$ cat src/rtl/tff_updown_counter.sv
// Up/down binary counter built from pure toggle flip-flops (Q <= Q ^ T), with parallel
// load folded into the toggle mask. Optional activity accumulator: define TFF_ACTIVITY_EN.
module tff_updown_counter #(
  parameter int WIDTH = 8,
  parameter int ACT_W = 16
) (
  input  logic             C,
  input  logic             R,
  input  logic             E,
  input  logic             UP,
  input  logic             LD,
  input  logic [WIDTH-1:0] D,
  output logic [WIDTH-1:0] Q,
  output logic [WIDTH-1:0] T,
  output logic             TC,
  output logic             WRAP,
  output logic [ACT_W-1:0] ACT,
  input  logic             ACT_CLR
);

  logic [WIDTH-1:0] cnt_mask;
  logic             run_up;
  logic             run_dn;

  // Bit i toggles when every lower bit is 1 (up) or every lower bit is 0 (down).
  // NOTE: every variable assigned in always_comb gets a default first, so no path
  // leaves it unassigned and no latch is inferred; blocking '=' is right here.
  always_comb begin
    cnt_mask = '0;
    run_up   = 1'b1;
    run_dn   = 1'b1;
    for (int i = 0; i < WIDTH; i++) begin
      cnt_mask[i] = UP ? run_up : run_dn;
      run_up      = run_up & Q[i];
      run_dn      = run_dn & ~Q[i];
    end
  end

  // Load is expressed as the mask that turns Q into D, so the state bits stay pure TFFs.
  always_comb begin
    T = '0;
    if (LD)     T = D ^ Q;
    else if (E) T = cnt_mask;
  end

  assign TC = UP ? (&Q) : ~(|Q);

  // NOTE: state registers use non-blocking '<=' so every flop samples pre-edge values.
  always_ff @(posedge C or negedge R) begin
    if (!R) begin
      Q    <= '0;
      WRAP <= 1'b0;
    end else begin
      Q    <= Q ^ T;
      WRAP <= ~LD & E & TC;
    end
  end

`ifdef TFF_ACTIVITY_EN
  localparam int PC_W  = $clog2(WIDTH + 1);
  localparam int SUM_W = ((ACT_W > PC_W) ? ACT_W : PC_W) + 1;
  localparam logic [SUM_W-1:0] ACT_MAX = {{(SUM_W - ACT_W){1'b0}}, {ACT_W{1'b1}}};

  logic [PC_W-1:0]  pop;
  logic [SUM_W-1:0] act_sum;

  always_comb begin
    pop = '0;
    for (int i = 0; i < WIDTH; i++) pop = pop + PC_W'(T[i]);
  end

  // Sum is one bit wider than either operand so the saturation compare never wraps.
  assign act_sum = SUM_W'(ACT) + SUM_W'(pop);

  always_ff @(posedge C or negedge R) begin
    if (!R)                     ACT <= '0;
    else if (ACT_CLR)           ACT <= '0;
    else if (act_sum > ACT_MAX) ACT <= '1;
    else                        ACT <= act_sum[ACT_W-1:0];
  end
`else
  logic unused_act_clr;

  assign ACT            = '0;
  assign unused_act_clr = ACT_CLR;
`endif

endmodule

$ cat config.mk
export PLATFORM = sky130hd
export DESIGN_NAME = tff_updown_counter
export DESIGN_NICKNAME = d
export VERILOG_FILES = /design/src/rtl/tff_updown_counter.sv
export SDC_FILE = /design/constraint.sdc
export NUM_CORES = 1
export LEC_CHECK = 0
export ABC_AREA = 1
export BUFFER_PORTS_ARGS = -buffer_cell sky130_fd_sc_hd__buf_2
export CELL_PAD_IN_SITES_DETAIL_PLACEMENT = 2
export CELL_PAD_IN_SITES_GLOBAL_PLACEMENT = 2
export CORE_ASPECT_RATIO = 1.25
export CORE_MARGIN = 2
export CORE_UTILIZATION = 19
export DETAILED_ROUTE_END_ITERATION = 8
export GPL_TIMING_DRIVEN = 0
export PLACE_DENSITY_LB_ADDON = 0.1
export SYNTH_ARGS = -nofsm -noshare
export SYNTH_HDL_FRONTEND = slang
export SYNTH_SLANG_ARGS = --single-unit
$ cat constraint.sdc
create_clock -name C -period 1.2 [get_ports C]
set_input_delay 0 -clock C [delete_from_list [all_inputs] [get_ports C]]
set_output_delay 0 -clock C [all_outputs]
set_load 0.1 [all_outputs]
; ---- Word level (Yosys, flattened, before mapping)
; Cells that the tools add are included.
[word_totals]
register_bits = 9
latch_bits = 0
ram_bits = 0
romBits = 0
output_inout_bits = 34
word_cells = 39
mem_count = 0
[op_classes]
add_sub_neg = 0
multipliers = 0
n_div = 0
order_cmp = 0
n_eq_ne = 0
shift = 0
n_mux = 10
bitwise_logic = 25
reduce_logical = 2
[ops]
columns = operator, count
row1 = $mux W8, 2
row2 = $xor A8 B8 Y8, 2
row3 = $and A1 B1 Y1, 14
row4 = $not A1 Y1, 9
row5 = $mux W1, 8
row6 = $reduce_and A8 Y1, 1
row7 = $reduce_or A8 Y1, 1

; ---- Longest topological paths before layout
; Gate-level depths: netlist (run 1).
[depth]
ltp_word = 11
mapped_depth = 9
mapped_depth_nobuf = 9

; ---- Least setup slack after synthesis (run 1)
; OpenSTA, ideal clock, no wires.
[synth_path]
path_type = reg-to-reg
startpoint = register Q[2]
endpoint = register Q[2]
t_arrival_ns = 3.529
t_required_ns = 0.944
path_slack_ns = -2.585
stages_incl_launch_ff = 4
path_cell_list = dfrtp_1 > o21ai_0 > o21ai_0 > xor2_1
[synth_between]
elab_chain_cells = 3
[synth_rtl]
columns = element, line_no
row1 = from (decl), 13  ; output logic [WIDTH-1:0] Q,
row2 = from (signal assigned), 54  ; Q <= Q ^ T;
row3 = $xor A8 B8 Y8, 42  ; if (LD) T = D ^ Q;
row4 = $mux W8, 42
row5 = via T[2], 14  ; output logic [WIDTH-1:0] T,
row6 = $xor A8 B8 Y8, 54
; The timed path passes the listed nets, and every way through them passes these cells.

; ---- Final worst setup path (run 1)
[layout_path]
startpoint = register Q[0]
endpoint = output T[3]
[layout_between]
elab_chain_cells = 6
elab_cells_between_ends = 8
cone_classes = 3 x mux / 5 x bitwise
[layout_rtl]
columns = element, line_no
row1 = $not A1 Y1, 35  ; run_dn = run_dn & ~Q[i];
row2 = $and A1 B1 Y1 (2 in series), 35
row3 = $mux W1 *, 33  ; cnt_mask[i] = UP ? run_up : run_dn;
row4 = $mux W8 *, 43  ; else if (E) T = cnt_mask;
row5 = $mux W8 *, 42
row6 = to (decl), 14
; Mark *: on every way between the ends. The rest lies on a longest branch, timed or not.

==> metrics.cfg, run 1 <==
[finish]
diodes=0
area_delta_synth_final_pct=101
layout_commonest_cell=buf_4
register_area_sq_um=248
fin_nets=188
final_cell_mix=buf_4 (26), buf_2 (19), conb_1 (16)
multi_input_area_sq_um=641
fill_cells=484
drive_above_1_share_pct=60.7

[place]
io_buffers=29
gp_congestion=0.800
dp_hpwl_um=2120

[detailed_routing]
first_pass_iters=4
drtAntennaViolNets=0
routed_wl_um=2890
initialDrtViolationCount=10
wl_met3_um=112
wirelength_met1_um=1040
met2_wirelength_um=1700
vias_per_cell=4.08
vias=934
dr.max_layer_used=met4
route.detailed.drc=0
wl_per_cell_um=12.6

[setup_path]
cp_slowest_cell=dfrtp_4
worst-path-stages=7
crit_chain=nor2_4, buf_4, buf_6, buf_6, a21oi_4, o21bai_4, buf_12
path_class=flop to output port
cp_common_cell=buf_6
cp_max_fo=4
cp-end-kind=output port
r2r-start=Q[0]$_DFF_PN0_
cp_data_required_time_ps=1200
worstRegToRegCells=8
crit_buf_inv=4
max_stage_delay_ps=510
worstReg2RegEnd=Q[3]$_DFF_PN0_
ff2ff_setup_slack_ps=-290
cp-start-kind=flop
critPathArrivalTime_ps=1600
critical_path.top_delay_family=flip-flops

[timing]
rsz0062_at_grt=yes
setup_viol=18
setup_ws_ps=-400
fin_crit_ps=1600
hold_viol=0
fmax_mhz=625
finalClockSkew_ps=1.97
period_share_pct=133
setup_tns_ps=-4580
drv_slew=0
whs_ps=144

[global_routing]
grt_pass1_wl_um=4820
antenna_found_initial=0
grtUsageTotal_pct=13.5
grt_pass1_vias=1035
grt-ovfl-total=0
grt_max_degree=11

[run_status]
violations=setup timing
status=finished, violations left

[floorplan]
io_pins=48
die_area_sq_mm=0.00470
die_h_um=76.1
die_w_um=61.7
initial_core_util_pct=19.6
rows=26
coreArea_sq_mm=0.00403

[min_path]
hold_end=Q[1]$_DFF_PN0_
hp-class=input port to flop
hold_start=D[1]
min_path_cells=4

[job]
maxCapViolCount=0

[clocking]
tritoncts=yes
htreeDepth=1
numClockSinks=9
cts_made_buffers=3
cts_buffer_depth=2
cts_root_buf=clkbuf_8
clk_pin_slew_ps=50
clk_latency_ps=230

[power]
power_density_mw_per_mm2=2970
power.leakage_nw=0.788
power_w=0.00473
vdd_drop_max_mv=1.25

[yosys]
synthSimpleGateAreaFrac_pct=23.9
synth_fa_ha_area_share_pct=0
synth-compound-area-share_pct=19.8
synth_top_family_by_area=simple AND/OR/NAND/NOR gates
ys_warn_count=0
syn_avg_cell_area_sq_um=7.19
synthXorXnorAreaFrac_pct=6.65
syn_inst=110
syn_area_sq_um=791
synth.distinct_cells=24
synth_seq_area_share_pct=28.5
ys_seq_elements=9
synthMuxAreaShare_pct=0

==> layer usage <==
layer,global-route usage [%],up-vias
met4,5.32,0
met3,2.21,6
met1,13.8,451
met2,25.4,27
met5,0,-
li1,-,450
==> layout make-up <==
type / instances / area share (%)
Multi-Input combinational cell: 89 / 40.2
Timing Repair Buffer: 45 / 27.0
Sequential cell: 9 / 15.6
Buffer: 17 / 7.86
Tap cell: 56 / 4.40
Clock buffer: 4 / 2.83
Inverter: 9 / 2.12
==> power by group <==
group | internal [W] | total [W] | switching (W)
clock network | 0.000233 | 0.000366 | 0.000133
registers | 0.000518 | 0.000811 | 0.000293
logic | 0.00102 | 0.00356 | 0.00254
total | 0.00177 | 0.00473 | 0.00297
==> repair_timing <==
action,4_1_cts,5_1_grt
endpoints found under the setup margin,16,18
cloned,0,0
gates resized for setup,60,6
hold buffers,1,0
pin swaps,8,10
endpoints found under the hold margin,9,0
buffers inserted,7,8
==> flip-flops by register name (all words and copies together) (netlist names) <==
name / count
WRAP: 1
Q: 8
==> through the flow <==
step                      instances  area, sq um  utilization [%]  setup slack [ps]
after floorplan                 125          971                -              -620
after global placement          210         1190             29.4              -531
after detailed placement        210         1190             29.4              -589
after CTS                       221         1520             37.7              -454
after global routing            229         1590             39.5              -486
final                           229         1590             39.5              -400
==> synthesized netlist by cell type, drive strengths merged <==
cell type | number | area (sq um)
nand2 | 25 | 101
buf | 18 | 130
o21ai | 15 | 78.8
dfrtp | 9 | 225
inv | 9 | 33.8
a21oi | 8 | 43.8
nand3 | 7 | 40.0
nor2 | 5 | 28.8
xor2 | 5 | 43.8
a21o | 3 | 22.5
nand4 | 2 | 12.5
conb | 1 | 3.75
o21bai | 1 | 11.3
or2 | 1 | 6.26
xnor2 | 1 | 8.76
==> worst reg2reg max path: stages (launching register included) <==
cell      delay [ps]
dfrtp_4          510
nor2_4           130
buf_4            120
buf_6             90
buf_6             90
a21oi_4           50
o21bai_4         190
buf_6            120
xor2_1           120
==> kinds of logic (layout without fill, tap and decap cells) <==
kind of cell | count (synthesis) | after routing
flip-flops | 9 | 9
XOR/XNOR | 6 | 6
other | 1 | 16
AND/OR/NAND/NOR | 40 | 40
buffers and inverters | 27 | 75
AO/OA/AOI/OAI | 27 | 27
==> worst max path at each step <==
stage / from / slack, ps / to
6_report: Q[0]$_DFF_PN0_ / -400 / T[3]
5_1_grt: Q[1]$_DFF_PN0_ / -490 / TC
4_1_cts: Q[1]$_DFF_PN0_ / -450 / T[6]
3_5_place_dp: Q[0]$_DFF_PN0_ / -590 / T[7]
3_3_place_gp: Q[0]$_DFF_PN0_ / -530 / T[7]
2_1_floorplan: Q[3]$_DFF_PN0_ / -620 / Q[4]$_DFF_PN0_
No activity file was read; power rests on OpenSTA's default activity.
==> run 2: changes to the inputs <==
--- a/config.mk
+++ b/config.mk
@@ -14,6 +14,7 @@
 export CORE_UTILIZATION = 19
 export DETAILED_ROUTE_END_ITERATION = 8
 export GPL_TIMING_DRIVEN = 0
+export MAX_ROUTING_LAYER = met4
 export PLACE_DENSITY_LB_ADDON = 0.1
 export SYNTH_ARGS = -nofsm -noshare
 export SYNTH_HDL_FRONTEND = slang
==> run 2 against run 1 <==
  * The flow still finishes with violations (setup timing)
  * Sequential cell count unchanged
  * Via count decreased by 1.5%
  * Sequential share of layout area down 0.085 points
  * Die area did not move
  * Design area rose by 0.55%
  * Utilization rose by 0.22 points
  * First-iteration DRC count fell by 50%
  * Worst hold slack worse by 4.2 ps
  * Register-to-register slack about the same
  * Critical endpoint unchanged
  * Largest cell class unchanged
==> metrics.cfg, run 2 (synthesis gave the netlist of run 1 again) <==
[setup_path]
cp-end-kind=output port  ; unchanged
cp-start-kind=flop  ; unchanged
r2r-start=Q[0]$_DFF_PN0_  ; unchanged
cp_max_fo=4  ; unchanged
ff2ff_setup_slack_ps=-300  ; was -290 ps
worstReg2RegEnd=Q[3]$_DFF_PN0_  ; unchanged
path_class=flop to output port  ; unchanged
critPathArrivalTime_ps=1620  ; was 1600 ps
worstRegToRegCells=8  ; unchanged
cp_data_required_time_ps=1200  ; about the same

[detailed_routing]
route.detailed.drc=0  ; unchanged
initialDrtViolationCount=5  ; was 10
routed_wl_um=2900  ; was 2890 um
wirelength_met1_um=1070  ; was 1040 um
vias_per_cell=4.04  ; was 4.08
first_pass_iters=3  ; was 4
drtAntennaViolNets=0  ; unchanged
vias=920  ; was 934
wl_met3_um=94  ; was 112 um
met2_wirelength_um=1680  ; was 1700 um
wl_per_cell_um=12.7  ; was 12.6 um
dr.max_layer_used=met4  ; unchanged

[global_routing]
antenna_found_initial=0  ; unchanged
grtUsageTotal_pct=13.9  ; was 13.5%
grt_pass1_vias=1032  ; was 1035
grt_pass1_wl_um=4820  ; about the same
grt_max_degree=11  ; unchanged
grt-ovfl-total=0  ; unchanged

[floorplan]
io_pins=48  ; unchanged
die_w_um=61.7  ; unchanged
die_area_sq_mm=0.00470  ; unchanged
die_h_um=76.1  ; unchanged
coreArea_sq_mm=0.00403  ; unchanged
initial_core_util_pct=19.6  ; unchanged
rows=26  ; unchanged

[clocking]
clk_pin_slew_ps=50  ; about the same
cts_made_buffers=3  ; unchanged
numClockSinks=9  ; unchanged
clk_latency_ps=230  ; about the same
cts_buffer_depth=2  ; unchanged
cts_root_buf=clkbuf_8  ; unchanged
tritoncts=yes  ; unchanged
htreeDepth=1  ; unchanged

[finish]
layout_commonest_cell=buf_4  ; unchanged
diodes=0  ; unchanged
area_delta_synth_final_pct=103  ; was 101%
top_register=Q  ; unchanged
layoutNonFillerInstCount=228  ; was 229
fin_nets=187  ; was 188
drive_above_1_share_pct=62.2  ; was 60.7%
largest_registers=Q x8, WRAP x1  ; unchanged
final_cell_mix=buf_4 (26), buf_2 (19), conb_1 (16)  ; unchanged
largest_reg_flops=8  ; unchanged

[timing]
setup_viol=18  ; unchanged
finalClockSkew_ps=3.09  ; was 1.97 ps
drv_slew=0  ; unchanged
whs_ps=140  ; was 144 ps
rsz0062_at_grt=yes  ; unchanged
period_share_pct=135  ; was 133%
hold_viol=0  ; unchanged
fin_crit_ps=1620  ; was 1600 ps
setup_ws_ps=-416  ; was -400 ps
fmax_mhz=619  ; was 625 MHz

[min_path]
hold_end=Q[1]$_DFF_PN0_  ; unchanged
hold_start=D[1]  ; unchanged
hp-class=input port to flop  ; unchanged
min_path_cells=4  ; unchanged

[place]
dp_hpwl_um=2120  ; unchanged
place_inst=210  ; unchanged
io_buffers=29  ; unchanged
gp_congestion=0.811  ; was 0.800

[job]
maxCapViolCount=0  ; unchanged

[run_status]
violations=setup timing  ; unchanged
status=finished, violations left  ; unchanged

[run 2: critical path, cell delays in order (launching register included)]
cell and delay [ps]:
dfrtp_4 510, nor2_4 130, buf_4 120, buf_6 90, buf_6 90, a21oi_4 50, o21bai_4 190, buf_12 190
[run 2: layout make-up]
class                   count  area (sq um)
fillers                   483          2430
multi-input cells          89           661
repair buffers             44           419
flip-flops and latches      9           248
plain buffers              17           125
well taps                  56          70.1
clock buffers               4          45.0
inverters                   9          33.8
[run 2: worst max-delay path by stage]
stage                               from              to  slack [ps]
after floorplan           Q[3]$_DFF_PN0_  Q[4]$_DFF_PN0_        -620
after detailed placement  Q[0]$_DFF_PN0_            T[7]        -590
after global placement    Q[0]$_DFF_PN0_            T[7]        -530
after CTS                 Q[1]$_DFF_PN0_            T[6]        -450
after global routing      Q[2]$_DFF_PN0_              TC        -490
final                     Q[0]$_DFF_PN0_            T[3]        -420
[run 2: metrics by stage]
stage	utilization (%)	TNS, ps	cell area, sq um	worst slack, ps
floorplan	-	-6350	971	-620
global placement	29.4	-3780	1190	-531
detailed placement	29.4	-4340	1190	-589
CTS	37.7	-4710	1520	-454
global route	39.7	-5680	1600	-491
finish	39.7	-4600	1600	-416
[run 2: layer usage]
layer,up-vias,GRT usage (%)
met5,-,-
met2,25,25.4
met4,0,5.32
met1,439,14.1
met3,4,1.87
li1,452,-
[run 2: timing repair]
| action | 4_1_cts | 5_1_grt |
|---|---|---|
| hold buffers | 1 | 0 |
| endpoints found under the hold margin | 9 | 0 |
| resized for setup | 60 | 9 |
| setup endpoints to repair | 16 | 18 |
| cloned | 0 | 0 |
| buffers inserted | 7 | 7 |
| pin swaps | 8 | 12 |
Power of run 2 is left out: the tool's default activity adds up to more than one toggle a clock period on the data nets, which glitch-free logic cannot reach.
==> run 3: changes to the inputs <==
--- a/config.mk
+++ b/config.mk
@@ -13,9 +13,9 @@
 export CORE_MARGIN = 2
 export CORE_UTILIZATION = 19
 export DETAILED_ROUTE_END_ITERATION = 8
-export GPL_TIMING_DRIVEN = 0
 export MAX_ROUTING_LAYER = met4
-export PLACE_DENSITY_LB_ADDON = 0.1
+export PLACE_DENSITY_LB_ADDON = 0.05
+export SETUP_SLACK_MARGIN = 0.4
 export SYNTH_ARGS = -nofsm -noshare
 export SYNTH_HDL_FRONTEND = slang
 export SYNTH_SLANG_ARGS = --single-unit
==> run 3 against run 2 <==
  * The run still ends with setup timing left
  * Die area did not move
  * Wire length up 11%
  * Worst hold slack lost 31 ps
  * Critical path type unchanged
  * Critical endpoint is now T[2]
==> metrics.cfg, run 3 (synthesis gave the netlist of run 1 again) <==
[global_routing]
grtUsageTotal_pct=13.1  ; was 13.9%
grt_pass1_wl_um=4370  ; was 4820 um
antenna_found_initial=0  ; unchanged
grt-ovfl-total=0  ; unchanged
grt_pass1_vias=916  ; was 1032
grt_max_degree=11  ; unchanged

[min_path]
hp-class=input port to flop  ; unchanged

[finish]
top_register=Q  ; unchanged
area_delta_synth_final_pct=120  ; was 103%
final_cell_mix=buf_4 (23), buf_12 (18), conb_1 (16)  ; was buf_4 (26), buf_2 (19), conb_1 (16)
fin_nets=189  ; was 187
layout_commonest_cell=buf_4  ; unchanged
drive_above_1_share_pct=59.8  ; was 62.2%
diodes=0  ; unchanged
fill_cells=462  ; was 483
fin_util_pct=43.2  ; was 39.7%
largest_registers=Q x8, WRAP x1  ; unchanged
largest_reg_flops=8  ; unchanged

[floorplan]
rows=26  ; unchanged
die_area_sq_mm=0.00470  ; unchanged
initial_core_util_pct=19.6  ; unchanged
die_h_um=76.1  ; unchanged
io_pins=48  ; unchanged
coreArea_sq_mm=0.00403  ; unchanged
die_w_um=61.7  ; unchanged

[setup_path]
cp_max_fo=4  ; unchanged
critPathArrivalTime_ps=1590  ; was 1620 ps
worstRegToRegCells=8  ; unchanged
cp_data_required_time_ps=1200  ; about the same
cp-end-kind=output port  ; unchanged
worstReg2RegEnd=Q[4]$_DFF_PN0_  ; was Q[3]$_DFF_PN0_
cp-start-kind=flop  ; unchanged
startpoint=Q[2]$_DFF_PN0_  ; was Q[0]$_DFF_PN0_
r2r-start=Q[1]$_DFF_PN0_  ; was Q[0]$_DFF_PN0_
crit_path_end=T[2]  ; was T[3]
ff2ff_setup_slack_ps=-330  ; was -300 ps
path_class=flop to output port  ; unchanged

[clocking]
cts_buffer_depth=2  ; unchanged
clk_latency_ps=240  ; was 230 ps
cts_made_buffers=3  ; unchanged
cts_root_buf=clkbuf_8  ; unchanged
numClockSinks=9  ; unchanged
clk_pin_slew_ps=50  ; about the same
tritoncts=yes  ; unchanged
htreeDepth=1  ; unchanged

[place]
pre_cts_slack_ps=-216  ; was -589 ps
gp_congestion=0.789  ; was 0.811
io_buffers=30  ; was 29
dp_hpwl_um=2090  ; was 2120 um

[power]
vdd_drop_max_mv=1.16
power_density_mw_per_mm2=3260
power.leakage_nw=0.819

[timing]
hold_viol=0  ; unchanged
period_share_pct=133  ; was 135%
fmax_mhz=628  ; was 619 MHz
whs_ps=109  ; was 140 ps
rsz0062_at_grt=yes  ; unchanged
finalClockSkew_ps=0.435  ; was 3.09 ps
setup_viol=21  ; was 18
fin_crit_ps=1590  ; was 1620 ps
setup_ws_ps=-393  ; was -416 ps
setup_tns_ps=-5760  ; was -4600 ps
drv_slew=0  ; unchanged

[detailed_routing]
first_pass_iters=3  ; unchanged
routed_wl_um=3210  ; was 2900 um
wl_per_cell_um=13.9  ; was 12.7 um
drtAntennaViolNets=0  ; unchanged
initialDrtViolationCount=6  ; was 5
vias_per_cell=4.11  ; was 4.04
route.detailed.drc=0  ; unchanged
vias=945  ; was 920

[job]
maxCapViolCount=0  ; unchanged

[run_status]
violations=setup timing  ; unchanged
status=finished, violations left  ; unchanged

-- run 3: worst min path at each step --
stage	start	endpoint	slack [ps]	cells after the start
after detailed placement	R	Q[1]$_DFF_PN0_	-110	1
after global routing	D[1]	Q[1]$_DFF_PN0_	140	4
after global placement	R	Q[1]$_DFF_PN0_	-110	1
after CTS	D[1]	Q[1]$_DFF_PN0_	110	4
after floorplan	R	Q[5]$_DFF_PN0_	-300	0
final	D[1]	Q[1]$_DFF_PN0_	110	4
-- run 3: worst max-delay path, cell delays in order, from the launching register on --
cell	delay, ps
dfrtp_4	500
buf_4	150
buf_6	110
o21ai_0	300
o21ai_4	110
buf_12	180
-- run 3: stage by stage --
step                      std cells  instance area, sq um  total power, W
after global routing            230                  1740         0.00593
after detailed placement        202                  1340         0.00435
after CTS                       217                  1620         0.00538
final                           230                  1740         0.00569
after floorplan                 125                   972         0.00322
after global placement          202                  1340         0.00430
-- run 3: final cells by class --
cell class	count	area [sq um]	share of cell area, %
tap	56	70.1	4.02
sequential	9	249	14.3
multi-input combinational	89	637	36.5
inverter	9	33.8	1.94
clock buffer	4	45.0	2.58
timing repair buffer	63	708	40.6
-- run 3: report_power, final --
group	switching [W]	internal (W)	leakage [nW]
logic	0.00276	0.00175	0.697
registers	0.000275	0.000517	0.0990
clock network	0.000150	0.000234	0.0228
-- run 3: metal layers --
| layer | global-route usage [%] | share of wire (%) | wire length [um] | vias up |
|---|---|---|---|---|
| met2 | 22.4 | 59 | 1910 | 28 |
| met1 | 13.8 | 35 | 1130 | 461 |
| met3 | 1.53 | 3.1 | 101 | 5 |
| met5 | - | 0 | 0 | - |
| met4 | 7.02 | 2.2 | 69 | 0 |
| li1 | - | - | - | 451 |
-- run 3: timing repair --
action / in CTS / in global routing
hold buffers: 1 / 0
setup buffers: 10 / 13
hold endpoints to repair: 9 / 0
pin swaps: 5 / 8
resized for setup: 37 / 9
endpoints found under the setup margin: 27 / 27
gates cloned: 0 / 0
